## src/rtl/bus_poll_scheduler.sv

```systemverilog
// Round-robin CAN bus poll scheduler: one poll per trigger, valid/ack handshake,
// completion or timeout, with a saturating count of triggers dropped while busy.
module bus_poll_scheduler #(
  parameter int NBUS    = 8,
  parameter int BUS_W   = 3,
  parameter int TIMEOUT = 200
) (
  input  logic             clk,
  input  logic             rst,
  input  logic             request_trig,
  input  logic [NBUS-1:0]  bus_enable,
  output logic             req_valid,
  output logic [BUS_W-1:0] req_bus_id,
  input  logic             req_ack,
  input  logic             resp_done,
  input  logic             resp_err,
  output logic             done_pulse,
  output logic             err_pulse,
  output logic             timeout_pulse,
  output logic             busy,
  output logic [7:0]       missed_trig_cnt
);

  typedef enum logic [1:0] {IDLE, SELECT, REQUEST, WAIT_DONE} state_t;

  state_t           state, state_nxt;
  logic [BUS_W-1:0] ptr, sel_idx;
  logic             sel_found;
  logic [7:0]       timer;
  logic             tmo_hit;
  logic             done_nxt, err_nxt, tmo_nxt;

  assign tmo_hit = (timer == 8'(TIMEOUT - 1));

  // Search ptr+1 .. ptr+NBUS so that ptr itself is the last candidate.
  always_comb begin
    int               j;
    logic [BUS_W-1:0] idx;
    sel_idx   = '0;
    sel_found = 1'b0;
    j         = 0;
    idx       = '0;
    for (int i = 1; i <= NBUS; i++) begin
      j   = (int'(ptr) + i) % NBUS;
      idx = BUS_W'(j);
      if (!sel_found && bus_enable[idx]) begin
        sel_idx   = idx;
        sel_found = 1'b1;
      end
    end
  end

  always_comb begin
    state_nxt = state;
    done_nxt  = 1'b0;
    err_nxt   = 1'b0;
    tmo_nxt   = 1'b0;
    case (state)
      IDLE:
        if (request_trig && (|bus_enable)) state_nxt = SELECT;
      SELECT:
        state_nxt = sel_found ? REQUEST : IDLE;
      REQUEST:
        if (tmo_hit) begin
          state_nxt = IDLE;
          tmo_nxt   = 1'b1;
        end else if (req_ack) begin
          state_nxt = WAIT_DONE;
        end
      WAIT_DONE:
        if (resp_done) begin
          state_nxt = IDLE;
          err_nxt   = resp_err;
          done_nxt  = !resp_err;
        end else if (tmo_hit) begin
          state_nxt = IDLE;
          tmo_nxt   = 1'b1;
        end
      default:
        state_nxt = IDLE;
    endcase
  end

  always_ff @(posedge clk or posedge rst) begin
    if (rst) begin
      state           <= IDLE;
      ptr             <= BUS_W'(NBUS - 1);
      req_bus_id      <= '0;
      timer           <= '0;
      req_valid       <= 1'b0;
      busy            <= 1'b0;
      done_pulse      <= 1'b0;
      err_pulse       <= 1'b0;
      timeout_pulse   <= 1'b0;
      missed_trig_cnt <= '0;
    end else begin
      state         <= state_nxt;
      req_valid     <= (state_nxt == REQUEST);
      busy          <= (state_nxt != IDLE);
      done_pulse    <= done_nxt;
      err_pulse     <= err_nxt;
      timeout_pulse <= tmo_nxt;
      if (state == SELECT && sel_found) begin
        ptr        <= sel_idx;
        req_bus_id <= sel_idx;
      end
      if (state == SELECT)
        timer <= '0;
      else if (state == REQUEST || state == WAIT_DONE)
        timer <= timer + 8'd1;
      if (request_trig && state != IDLE && missed_trig_cnt != 8'hFF)
        missed_trig_cnt <= missed_trig_cnt + 8'd1;
    end
  end

endmodule
```

## config.mk

```make
export PLATFORM = sky130hd
export DESIGN_NAME = bus_poll_scheduler
export DESIGN_NICKNAME = d
export VERILOG_FILES = /design/src/rtl/bus_poll_scheduler.sv
export SDC_FILE = /design/constraint.sdc
export NUM_CORES = 1
export LEC_CHECK = 0
export ABC_AREA = 1
export CAP_MARGIN = 20
export CORE_MARGIN = 1
export CORE_UTILIZATION = 58
export DETAILED_ROUTE_END_ITERATION = 7
export GPL_ROUTABILITY_DRIVEN = 0
export GPL_TIMING_DRIVEN = 0
export HOLD_SLACK_MARGIN = 0.12
export PLACE_DENSITY = 0.85
export SYNTH_ARGS = -nofsm -noshare
export SYNTH_HDL_FRONTEND = slang
export SYNTH_SLANG_ARGS = --single-unit
```

## constraint.sdc

```tcl
create_clock -name clk -period 5.4 [get_ports clk]
set_input_delay 1.35 -clock clk [delete_from_list [all_inputs] [get_ports clk]]
set_output_delay 1.35 -clock clk [all_outputs]
set_load 0.01 [all_outputs]
```

# == After elaboration in Yosys (flattened, before gate mapping) ==
# Index checks and enable logic that the tools add are counted.
# totals
ff_bits,29
input_bits,14
output_inout_bits,16
wordCells,107
# classes
n_addsub,10
magnitude_cmp,8
n_eq_ne,6
n_mux,48
reduce_logical,25
# op_table
operator,count
"less-than comparator 3 x 4 -> 1 bit, second input constant",8
binary-select mux 1 bit (select 3 bit),8
2-to-1 mux 3 bit,8
2-to-1 mux 1 bit,22
"adder 8 x 1 -> 8 bit, second input constant",2
2-to-1 mux 8 bit,2
"adder 3 bit, second input constant",4
2-to-1 mux 2 bit,6
logical AND 1 bit,11
"equality test 8 bit, second input constant",1
logical NOT 1 bit,8
"inequality test 8 bit, second input constant",1
one-hot mux 2 bit (4 select lines),1
OR reduction 8 bit,1
"adder 3 x 1 -> 3 bit, second input constant",2
"adder 3 x 2 -> 3 bit, second input constant",2
"equality test 2 bit, second input constant",3
nonzero test 2 bit,3
"equality test 2 x 1 -> 1 bit, second input constant",1
logical NOT 2 bit,1
one-hot mux 1 bit (2 select lines),1
logical OR 1 bit,1

# == Logic depth before layout (Yosys ltp) ==
# Gate-level depths: netlist of the first run.
# logic_depth
depth_word,28
depth_mapped,18
mapped_depth_nobuf,16

# == Worst setup path after synthesis of the first run ==
# OpenSTA, ideal clock, no wires.
# synth_timing
path_type,in2reg
from,input bus_enable[2]
to,register req_bus_id[2]
setup_time_ps,118
t_arrival_ps,2396
required_ps,5282
slack_ps,2887
stages,12
path_buffers,0
cell_sequence,nand2_1 -> nand3_2 -> nand3_2 -> nand2_4 -> nor2_8 -> nand4_4 -> nor2_4 -> nand2_1 -> o21ai_1 -> inv_1 -> nand2_1 -> nand2_1
# synth_via
elab_chain_cells,25
elab_cells_between_ends,47
cone_classes,mux (32); reduce/logical (15)
# synth_lines
element,line_no,rtl
"start, declared",11,"input logic [NBUS-1:0] bus_enable,"
binary-select mux 1 bit (select 3 bit),46,if (!sel_found && bus_enable[idx]) begin
2-to-1 mux 1 bit (implied by the code),46,
2-to-1 mux 1 bit,46,
logical NOT 1 bit,46,
logical AND 1 bit,46,
2-to-1 mux 1 bit,46,
logical NOT 1 bit,46,
logical AND 1 bit,46,
(+9 left out),n/a,
2-to-1 mux 1 bit,46,
logical NOT 1 bit,46,
logical AND 1 bit,46,
2-to-1 mux 1 bit,46,
logical NOT 1 bit,46,
logical AND 1 bit,46,
2-to-1 mux 1 bit,46,
logical AND 1 bit,103,if (state == SELECT && sel_found) begin
"end signal, assigned",105,req_bus_id <= sel_idx;
"end, declared",13,"output logic [BUS_W-1:0] req_bus_id,"
# Parallel ways exist; a longest one is shown, timed or not. The select of a mux whose other input is x is not followed.
# A chain may end at the register's enable or synchronous reset.

# == Worst setup path in the final report of the first run ==
# Ends and elaborated chain as after synthesis.

==> results summary, run 1 <==
The critical path launch point type is an input pin. Combinational cells account for 68.0% of the total power. Of all cell types, the one taking the most synthesized area is dfrtp_1.

The port buffer count is 29. The min-delay analysis places its worst path in the category reg -> reg. The synthesized netlist devotes 5.66% of its cell area to XOR and XNOR gates. STA classifies the critical path endpoint as a register. Measured against the total synthesized area, the mux share comes to 0%. The chip width is 60.9 µm. The cell count after synthesis is 269.

Measured in cells, the most critical reg-to-reg path has a length of 16. Headroom to the max-slew limit came out at 79.5%. The number of setup buffers added after CTS is 0. The vias per cell came out at 5.22. The post-synthesis net count came out at 287. In this run the vertical extent of the chip is 60.9 µm. Summed over all nets, the switching power comes to 904 µW. The repair_antennas step left the layout with diodes totalling 0. In the final routed layout, each cell accounts on average for 12.5 µm. Summed over all layers, the routed wires come to 4.40 mm.

Hold is met by 0.485 ns. For this run, the top clock speed supported by timing is 0.351 GHz. The run finished with clean final reports. Setup repair after global routing left no endpoint under its margin.

The global-route wire length before repair is 7.09 mm. The aggregate global-route resource usage came out at 26.5%. Across the routed clock network, the largest skew measured is 0.0137 ns. The post-cts gate resize count is 0. The max-capacitance violation count is 0. The clock latency reported for the late side of the worst-skew pair came out at 0.33 ns.

The TritonCTS clock tree is yes. The proportion of power drawn by flip-flops and latches came out at 21.4%. Across all layers, the routed design uses 1843 vias. Yosys mapped a number of flops with a built-in enable equal to 0. The worst endpoint required time is 5.63 ns. The power per unit of standard cell area is 719 nW/µm². The initial core utilization is 60.3%.

The number of iterations in the first detailed-routing pass came out at 4. The most common library cell in the layout ignoring fill and taps is nand2_1. The root buffer cell chosen for the clock tree is clkbuf_4.

The internal power contribution is 873 µW. The total of flip-flops plus latches after synthesis is 29. The largest net degree at the start of global routing came out at 30.

The number of global-route vias before repair is 1607. The setup TNS is 0 ns. By area the synthesized netlist is led by dfrtp_1 32%, nand2_1 14%, nand3_1 8.2%. Of the cells placed in the final design, the portion with a size suffix greater than 1 is 14.7%. The worst hold path was traced through 2 stages. The yosys synthesis warning count came out at 0. The switching share of power is 50.9%. Of the post-synthesis cell area, the dominant cell type holds 32.3%.

The row count is 21. The post-synthesis adder-cell area fraction is 2.49%. Clock-pin slew was measured on the worst setup and hold paths at 0.10 ns. The number of nets in the layout is 324. The fraction of the mapped netlist area in simple logic gates is 40.7%.

The count of unique library cells instantiated by Yosys is 36. The start-to-end type of the worst setup path is in -> reg. The final global-route overflow total came out at 0. The count of pins on the block boundary came out at 30. In the routed design, unresolved DRC markers number 0. For this design the static power due to leakage is 0.00123 µW. Across all register-to-register paths, the minimum setup slack is 2.64 ns. After synthesis, the largest family of logic cells by area is simple AND/OR/NAND/NOR gates. The floorplan step defined a die boundary enclosing 3710 µm². The clock passes through at most 2 buffers. The layout-stage area growth over the synthesis result is 22.9%.

The final worst-path cycle share came out at 52.7%. The number of hold violations in the final report is 0. The most used flip-flop cell after synthesis is dfrtp_1. The shortest period the worst path allows is 2.85 ns.

The part of the power in the clock network is 10.7%. The H-tree generated during clock tree synthesis spans 2 levels. The worst-case IR drop observed on VDD is 360 µV. The critical-path maximum fanout came out at 6. In this run the cell area of the synthesized design comes to 2010 µm². The clock net in this run drives a total of 29 sinks. The sequential-to-total area share from yosys stat came out at 36.3%. The core region is 3340 µm². The data arrival time of the worst path came out at 3.08 ns. The total count of max-transition violations in the final report came out at 0. The number of violations reported at the end of detailed-routing iteration 0 came out at 143.

The setup-violating endpoint count in the final report came out at 0. Leaving out fill and tap cells, the most frequent cells in the layout are 74 x nand2_1, 33 x nand3_1, 30 x inv_1. The worst-margin pin slew is 0.304 ns. The detailed placement HPWL is 3.22 mm. The area fraction in compound gates after synthesis came out at 6.28%. The post-synthesis average cell area is 7.48 µm². The number of antenna violations at the first check in global routing came to 0. The share of flip-flops with an asynchronous set or reset after synthesis is 100%. Clock tree synthesis inserted a total of 5 buffers. The number of routed nets with antenna violations is 0.

Hold repair after CTS inserted 0 buffers.
==> critical path, cell delays in order <==
cell and delay [ns]:
clkdlybuf4s50_1 0.44, nand2_1 0.12, nand3_2 0.12, nand3_2 0.15, nand2_4 0.09, nor2_8 0.14, nand4_4 0.11, nor2_4 0.17
nand2_1 0.07, o21ai_1 0.12, inv_1 0.05, nand2_1 0.08, nand2_1 0.05
==> layer usage <==
layer  wire length (µm)  part of all wire [%]  up-vias  track usage (%)
met5                  0                     0        -                0
met4                 34                  0.77        0             7.14
met3                337                   7.7        4             7.25
met2               2020                    46       64             39.9
met1               2010                    46      836             37.6
li1                   -                     -      939                -
==> path summary, 6_finish.rpt <==
path,endpoint,start
setup / recovery,req_bus_id[2],bus_enable[2]
hold reg to reg,req_bus_id[1],req_bus_id[1]
max in group asynchronous,ptr[2],rst
setup reg to reg,req_bus_id[2],ptr[1]
min in group asynchronous,missed_trig_cnt[5],rst
hold / removal,req_bus_id[1],req_bus_id[1]
==> power groups by stage <==
stage                     Clock [µW]  Sequential [µW]  Combinational (µW)
final                            189              380                1210
after global routing             202              392                1350
after CTS                        193              378                1190
after detailed placement           0              379                1180
after global placement             0              379                1150
after floorplan                    0              392                 883
==> cells in the mapped netlist (all sizes together) (2+ instances only) <==
cell / instances
nand2: 84
nand3: 41
inv: 33
dfrtp: 26
nor2: 23
o21ai: 14
xor2: 8
a21oi: 6
nand4: 6
buf: 5
ha: 4
nor3: 4
dfstp: 3
nor4: 3
xnor2: 2
==> state kept, by name (all words and copies together) (netlist names) <==
signal / flops
timer: 8
missed_trig_cnt: 8
ptr: 3
err_pulse: 1
state: 2
done_pulse: 1
req_bus_id: 3
timeout_pulse: 1
busy: 1
req_valid: 1
==> stage by stage <==
step           setup WS (ns)  std cells  utilization, %  area, µm²  power (µW)
5_1_grt                 2.38        353            74.1       2470        1940
3_5_place_dp            2.21        344            70.7       2360        1560
3_3_place_gp            2.30        344            70.7       2360        1530
2_1_floorplan           2.89        269               -       2010        1270
6_report                2.55        353            74.1       2470        1780
4_1_cts                 2.57        352            73.3       2440        1760
==> cell families after synthesis <==
logic type | Yosys count
XOR/XNOR | 10
AND/OR/NAND/NOR | 164
AO/OA/AOI/OAI | 23
buffers and inverters | 39
adder cells (fa/ha/maj) | 4
flip-flops | 29
==> final cells by class <==
class                   instances  area, µm²
repair buffers                 30        318
plain buffers                   5       42.5
multi-input cells             201       1110
clock inverters                 1       30.0
flip-flops and latches         29        729
inverters                      34        131
well taps                      46       57.6
fillers                       286        865
clock buffers                   7       55.1
(Power assumes the default switching activity.)
==> run 2, diff against run 1 <==
- CORE_UTILIZATION: 58 -> 49
- PLACE_DENSITY: 0.85 -> 0.76
- clock period: 5.4 -> 2.6 ns (I/O delays scaled with it)
==> run 2 against run 1 <==
Against the previous run: sequential power grew 110%; final cell count grew 1.7%; worst hold slack lost 0.0043 ns; clock-buffer cell count decreased by 1; non-clock buffer count up 4; critical path type is now reg -> reg; utilization shrank 6.7 points; critical path depth rose by 3; total power grew 110%; sequential cell count unchanged; global-route usage is 4.3 points lower; critical endpoint unchanged; die area grew 18%; routed wire length shrank 1.1%.
==> results summary, run 2 (synthesized netlist as in run 1, its figures left out) <==
The flow ran to the end, and the final reports show no timing, DRC or antenna violations. The max-slew headroom at the worst pin came out at 78.7% (-0.83 points). The largest net degree at the start of global routing came to 30 (unchanged). The vias per cell is 5.08 (-2.6%). The H-tree depth reported by CTS came out at 2 (unchanged).

The port buffer count is 29 (unchanged). The count of inserted antenna diode cells is 0 (unchanged). The final global-route overflow total is 0 (unchanged). For this run, the top clock speed supported by timing is 0.403 GHz.

The data arrival time of the worst path is 2.65 ns (-0.43 ns). The worst endpoint required time came out at 2.77 ns (-2.86 ns). The critical path goes through buf_12 -> clkinv_4 -> ha_1 -> buf_6 -> inv_6 -> nand3_2 -> nand3_4 -> nand2_4 -> nor2_8 -> nand4_4 -> nor2_4 -> nand2_1 -> o21ai_1 -> inv_1 -> nand2_1 -> nand2_1. The largest registers in the layout are missed_trig_cnt (8), timer (8). The most prevalent standard cell on the critical path is nand2_1. The finished layout cell area is 2560 µm² (+3.5%). The endpoint kind of the worst setup timing path is a register.

The total count of max-transition violations in the final report came out at 0 (unchanged). The stage delay of the slowest cell on the critical path is 0.56 ns (+0.12 ns). The number of buffers created by CTS came out at 5 (unchanged). The maximum vdd ir drop came out at 706 µV (+96%). The aggregate global-route resource usage is 22.2% (-4.3 points).

STA classifies the critical path startpoint as a register. The number of iterations in the first detailed-routing pass is 4 (unchanged). Leaving out fill and tap cells, the most frequent cell in the layout is nand2_1. The clock tree buffer depth came out at 2 (unchanged). The worst setup path is of the reg -> reg kind. The global-route wire length before repair is 7.29 mm (+2.8%). The power per unit of standard cell area is 1480 nW/µm² (+110%).

The worst-margin pin slew came to 0.317 ns (+0.0123 ns). The layout cell share with drive strength beyond 1 is 16.7% (+2.1 points). The shortest period the worst path allows came out at 2.48 ns. In this run the worst hold path is classified as reg -> reg.

The total placed instance area is 2360 µm² (+0.11%). The setup-violating endpoint count in the final report came out at 0 (unchanged). The gate family responsible for the most delay along the worst path is simple AND/OR/NAND/NOR gates. The flop-to-flop setup slack is 0.12 ns (-2.52 ns). The row count came to 22 (+4.8%). The max-capacitance violation count came out at 0 (unchanged). The slowest stage of the critical path is the dfstp_2 cell. The clock latency reported for the late side of the worst-skew pair is 0.28 ns (-0.05 ns).

The number of routed nets with antenna violations came to 0 (unchanged). The initial core utilization is 53.0% (-7.3 points). The routed via count came to 1825 (-0.98%). The wire length after detailed routing came out at 4.35 mm (-1.1%). The final design utilization came to 67.4% (-6.7 points). The layout-stage area growth over the synthesis result is 27.2%. The critical-path maximum fanout came out at 8 (+2). The chip width is 66.1 µm (+8.5%).

The hold buffer count at CTS was 0 (unchanged). The number of antenna violations at the first check in global routing is 0 (unchanged). Leaving out fill and tap cells, the most frequent cells in the layout are 73 x nand2_1, 32 x nand3_1, 30 x inv_1.

The number of violations reported at the end of detailed-routing iteration 0 came out at 73 (-49%). TritonCTS built the clock tree. The number of sinks driven by the clock tree came out at 29 (unchanged). The worst path buffer plus inverter count came out at 5 (+3).

The placeable core region came out at 3800 µm² (+14%). The number of nets in the layout was 328 (+1.2%). The detailed placement HPWL is 3.39 mm (+5.0%). The number of remaining DRC errors is 0 (unchanged).

The routed length per instance is 12.1 µm (-2.7%). The die span in y is 66.1 µm (+8.5%). The total die area came out at 4370 µm² (+18%). The clock input transition at the sequential cells of the worst setup and hold paths was 0.06 ns (-0.04 ns).

The tree is rooted in a clkbuf_8. The number of global-route vias before repair came out at 1764 (+9.8%). The number of hold violations in the final report is 0 (unchanged).

The count of pins on the block boundary was 30 (unchanged). The leakage power total is 0.00126 µW (+2.3%). The worst clock skew is 0.00504 ns (-0.00861 ns).

The final worst-path cycle share came out at 95.4%.
## run 2: changes by cell type in the layout (fill, tap and decap cells not counted), sizes merged
| cell | before | now |
|---|---|---|
| buf | 6 | 10 |
| clkinv | 1 | 3 |
| bufinv | 1 | 0 |
| clkbuf | 7 | 6 |
## run 2: power by group
group | total [µW] | internal (µW) | leakage, µW | switching, µW
registers | 792 | 644 | 0.000355 | 149
logic | 2640 | 1040 | 0.000857 | 1600
clock network | 346 | 185 | 0.0000450 | 161
## run 2: final timing paths
kind,end,cells after the start,from
max,req_bus_id[2],16,ptr[1]
max reg2reg,req_bus_id[2],16,ptr[1]
min in group asynchronous,missed_trig_cnt[2],2,rst
max in group asynchronous,ptr[2],3,rst
min,req_bus_id[2],2,req_bus_id[2]
min reg2reg,req_bus_id[2],2,req_bus_id[2]
## run 2: tightest hold or removal path, cell delays in order, from the launching register on
cell and delay, ns:
dfrtp_1 0.34, nand2_1 0.06, nand2_1 0.05
## run 2: what timing repair did
item	in CTS	in global routing
pin swaps	0	2
setup buffers	0	4
cloned	0	0
hold endpoints to repair	0	0
setup endpoints to repair	6	6
gates resized for setup	2	11
## run 2: metrics by stage
stage	TNS, ns	total power, µW	instances	hold slack, ns	setup WS [ns]
2_1_floorplan	0	2650	269	0.440	0.208
5_1_grt	-0.0581	4120	359	0.497	-0.0231
6_report	0	3780	359	0.481	0.119
4_1_cts	0	3630	354	0.479	0.00526
3_3_place_gp	-0.155	3190	346	0.465	-0.0758
3_5_place_dp	-0.340	3260	346	0.469	-0.0943
## run 2: per-layer routing
layer / track usage (%) / up-vias / part of all wire, %
li1: - / 952 / -
met1: 25.8 / 848 / 45
met2: 40.6 / 18 / 52
met3: 4.14 / 7 / 2.0
met4: 7.45 / 0 / 1.3
met5: 0 / - / 0
## run 2: layout make-up
| class | count | area (µm²) |
|---|---|---|
| Clock buffer | 6 | 72.6 |
| Fill cell | 339 | 1240 |
| Timing Repair Buffer | 34 | 348 |
| Clock inverter | 2 | 10.0 |
| Buffer | 5 | 58.8 |
| Inverter | 34 | 140 |
| Multi-Input combinational cell | 201 | 1140 |
| Sequential cell | 29 | 729 |
| Tap cell | 48 | 60.1 |
==> run 3, diff against run 2 <==
- CORE_ASPECT_RATIO: default -> 0.8
- CORE_UTILIZATION: 49 -> 51
- CTS_BUF_LIST: default -> sky130_fd_sc_hd__clkbuf_2 sky130_fd_sc_hd__clkbuf_4 sky130_fd_sc_hd__clkbuf_8
- PLACE_DENSITY: 0.76 -> 0.79
- RECOVER_POWER: default -> 50
==> run 3 against run 2 <==
Against the previous run: sequential cell count unchanged; combinational power up 4%; first-iteration DRC count increased by 74%; critical path type unchanged; critical path depth is 1 lower.
==> results summary, run 3 (synthesized netlist as in run 1, its figures left out) <==
The flow ran to the end, and the final reports show no timing, DRC or antenna violations. The routed via count is 1871 (+2.5%). The CTS root buffer is clkbuf_8.

The global-route track usage on met2 came out at 31.8% (-8.8 points). The data arrival time of the worst path is 2.58 ns (-0.07 ns). The critical path launch point type is a register. The layer flagged by global routing as most heavily used is met1. The placeable core region is 3780 µm² (-0.53%). The leakage power total is 0.00125 µW (-0.69%). The detailed placement HPWL came to 3.27 mm (-3.5%). The shortest period the worst path allows was 2.41 ns (-0.0692 ns). The met1 usage is 35.4% (+9.6 points). The setup-violating endpoint count in the final report is 0 (unchanged).

STA classifies the critical path endpoint as a register. The highest clock rate was 0.415 GHz (+2.9%). The maximum vdd ir drop came to 1020 µV (+45%). The cell family contributing the most delay on the critical path is simple AND/OR/NAND/NOR gates. The switching share of power is 50.5% (about the same). The power per unit of standard cell area is 1530 nW/µm² (+3.4%). The number of buffers created by CTS came to 5 (unchanged). The max-slew headroom at the worst pin came out at 28.3% (-50 points). The number of sinks driven by the clock tree is 29 (unchanged). The worst-margin pin slew is 1.08 ns (+0.759 ns). The TritonCTS clock tree is yes. The count of inserted antenna diode cells is 0 (unchanged). The routed length per instance came out at 12.2 µm (+0.48%).

The number of global-route vias before repair is 1543 (-13%). The clock latency reported for the late side of the worst-skew pair is 0.28 ns (about the same). The slowest stage of the critical path is the dfstp_2 cell.

The aggregate global-route resource usage came out at 22.8% (+0.63 points). Setup repair after global routing left no endpoint under its margin. The max-capacitance violation count is 0 (unchanged). The initial core utilization is 53.2% (+0.28 points). The total count of max-transition violations in the final report was 0 (unchanged). The total die area is 4200 µm² (-3.8%). The most numerous cell type found on the critical path is nand2_1. The number of nets in the layout came to 327 (-0.30%).

The number of routed nets with antenna violations is 0 (unchanged). The met3 track utilization from global routing was 5.22% (+1.1 points). The power after layout is 3940 µW (+4.2%).

The row count is 20 (-9.1%). The worst endpoint required time is 2.77 ns (about the same). The stage delay of the slowest cell on the critical path is 0.56 ns (about the same). The number of violations reported at the end of detailed-routing iteration 0 came out at 127 (+74%). The critical path goes through buf_12 -> clkinv_4 -> ha_4 -> buf_6 -> nand3_2 -> nand3_4 -> nand2_4 -> nor2_8 -> nand4_4 -> nor2_4 -> nand4_1 -> nand2_1 -> inv_1 -> nand2_2 -> nand2_1. The final worst-path cycle share is 92.8% (-2.7 points). The part of the power in the clock network came out at 10.2% (+1.0 points). The global-route wire length before repair is 7.25 mm (-0.58%).

The wire length after detailed routing is 4.45 mm (+2.2%). The top cell types in the final layout, fill and taps aside, are 70 x nand2_1, 32 x nand3_1, 30 x inv_1. The H-tree depth reported by CTS came out at 2 (unchanged). The die span in y was 58.2 µm (-12%).

The count of pins on the block boundary is 30 (unchanged). The library cell used most frequently in the layout, excluding fill and tap cells, is nand2_1. In the final layout, the registers with the most flip-flops are missed_trig_cnt (8), timer (8). The number of iterations in the first detailed-routing pass came out at 4 (unchanged). The worst path buffer plus inverter count was 4 (-1). The type of the most critical hold path is reg -> reg. The proportion of power drawn by flip-flops and latches came out at 20.1% (-0.9 points). The setup TNS is 0 ns (unchanged). The port buffer count is 29 (unchanged). The number of antenna violations at the first check in global routing is 0 (unchanged). The start-to-end type of the worst setup path is reg -> reg. The largest net degree at the start of global routing came to 30 (unchanged). The layout cell share with drive strength beyond 1 came out at 17.4% (+0.70 points). The total net switching power came to 1990 µW (+4.2%).

The layout-stage area growth over the synthesis result came out at 28.2%. The vias per cell came out at 5.13 (+0.84%). The total instance count after detailed placement is 353 (+2.0%). The final cell count without fillers came out at 365 (+1.7%). The chip width is 72.2 µm (+9.3%). The internal power contribution came out at 1950 µW (+4.2%). The number of remaining DRC errors came out at 0 (unchanged).

The number of hold violations in the final report is 0 (unchanged). The worst clock skew is 0.00513 ns (+0.0000922 ns). The clock tree buffer depth came out at 2 (unchanged). The part of the total power dissipated in combinational logic came to 69.7% (-0.2 points). The critical-path maximum fanout came out at 8 (unchanged). The final global-route overflow total is 0 (unchanged). The hold buffer count at CTS is 0 (unchanged).

The clock input transition at the sequential cells of the worst setup and hold paths came to 0.06 ns (about the same).
==> run 3: timing repair <==
item / 4_1_cts / 5_1_grt
gates resized for setup: 5 / 13
gates cloned: 0 / 0
pin swaps: 2 / 6
endpoints found under the setup margin: 6 / 6
buffers inserted: 0 / 3
==> run 3: path summary, 6_finish.rpt <==
path / start / to / slack (ns) / cells past startpoint
max: ptr[1] / req_bus_id[1] / 0.19 / 15
min: timer[7] / timer[7] / 0.48 / 1
max reg2reg: ptr[1] / req_bus_id[1] / 0.19 / 15
min reg2reg: timer[7] / timer[7] / 0.48 / 1
max in group asynchronous: rst / timer[7] / 0.56 / 3
min in group asynchronous: rst / done_pulse / 0.75 / 2
==> run 3: final cells by class <==
class	count	area, µm²
fillers	299	1200
inverters	34	140
well taps	55	68.8
clock buffers	8	97.6
multi-input cells	201	1170
repair buffers	33	317
flip-flops and latches	29	729
plain buffers	5	57.6
==> run 3: metrics by stage <==
step                hold WS, ns  worst slack (ns)  util (%)  cell area [µm²]
floorplan                 0.440             0.208         -             2010
detailed placement        0.469           -0.0957      62.7             2370
CTS                       0.490            0.0117      65.8             2490
global route              0.512          0.000169      68.3             2580
finish                    0.482             0.188      68.3             2580
global placement          0.458           -0.0679      62.7             2370
==> run 3: power groups by stage <==
stage          Sequential (µW)  Clock, µW  Combinational, µW
6_report                   793        402               2740
5_1_grt                    815        432               3040
4_1_cts                    790        411               2510
3_5_place_dp               790          0               2460
3_3_place_gp               786          0               2420
2_1_floorplan              813          0               1830
==> run 3: routing by layer <==
layer	wire length, µm	up-vias	share of wire (%)
met5	0	-	0
met4	61	0	1.4
met3	281	7	6.3
met2	1910	60	43
met1	2190	857	49
li1	-	947	-
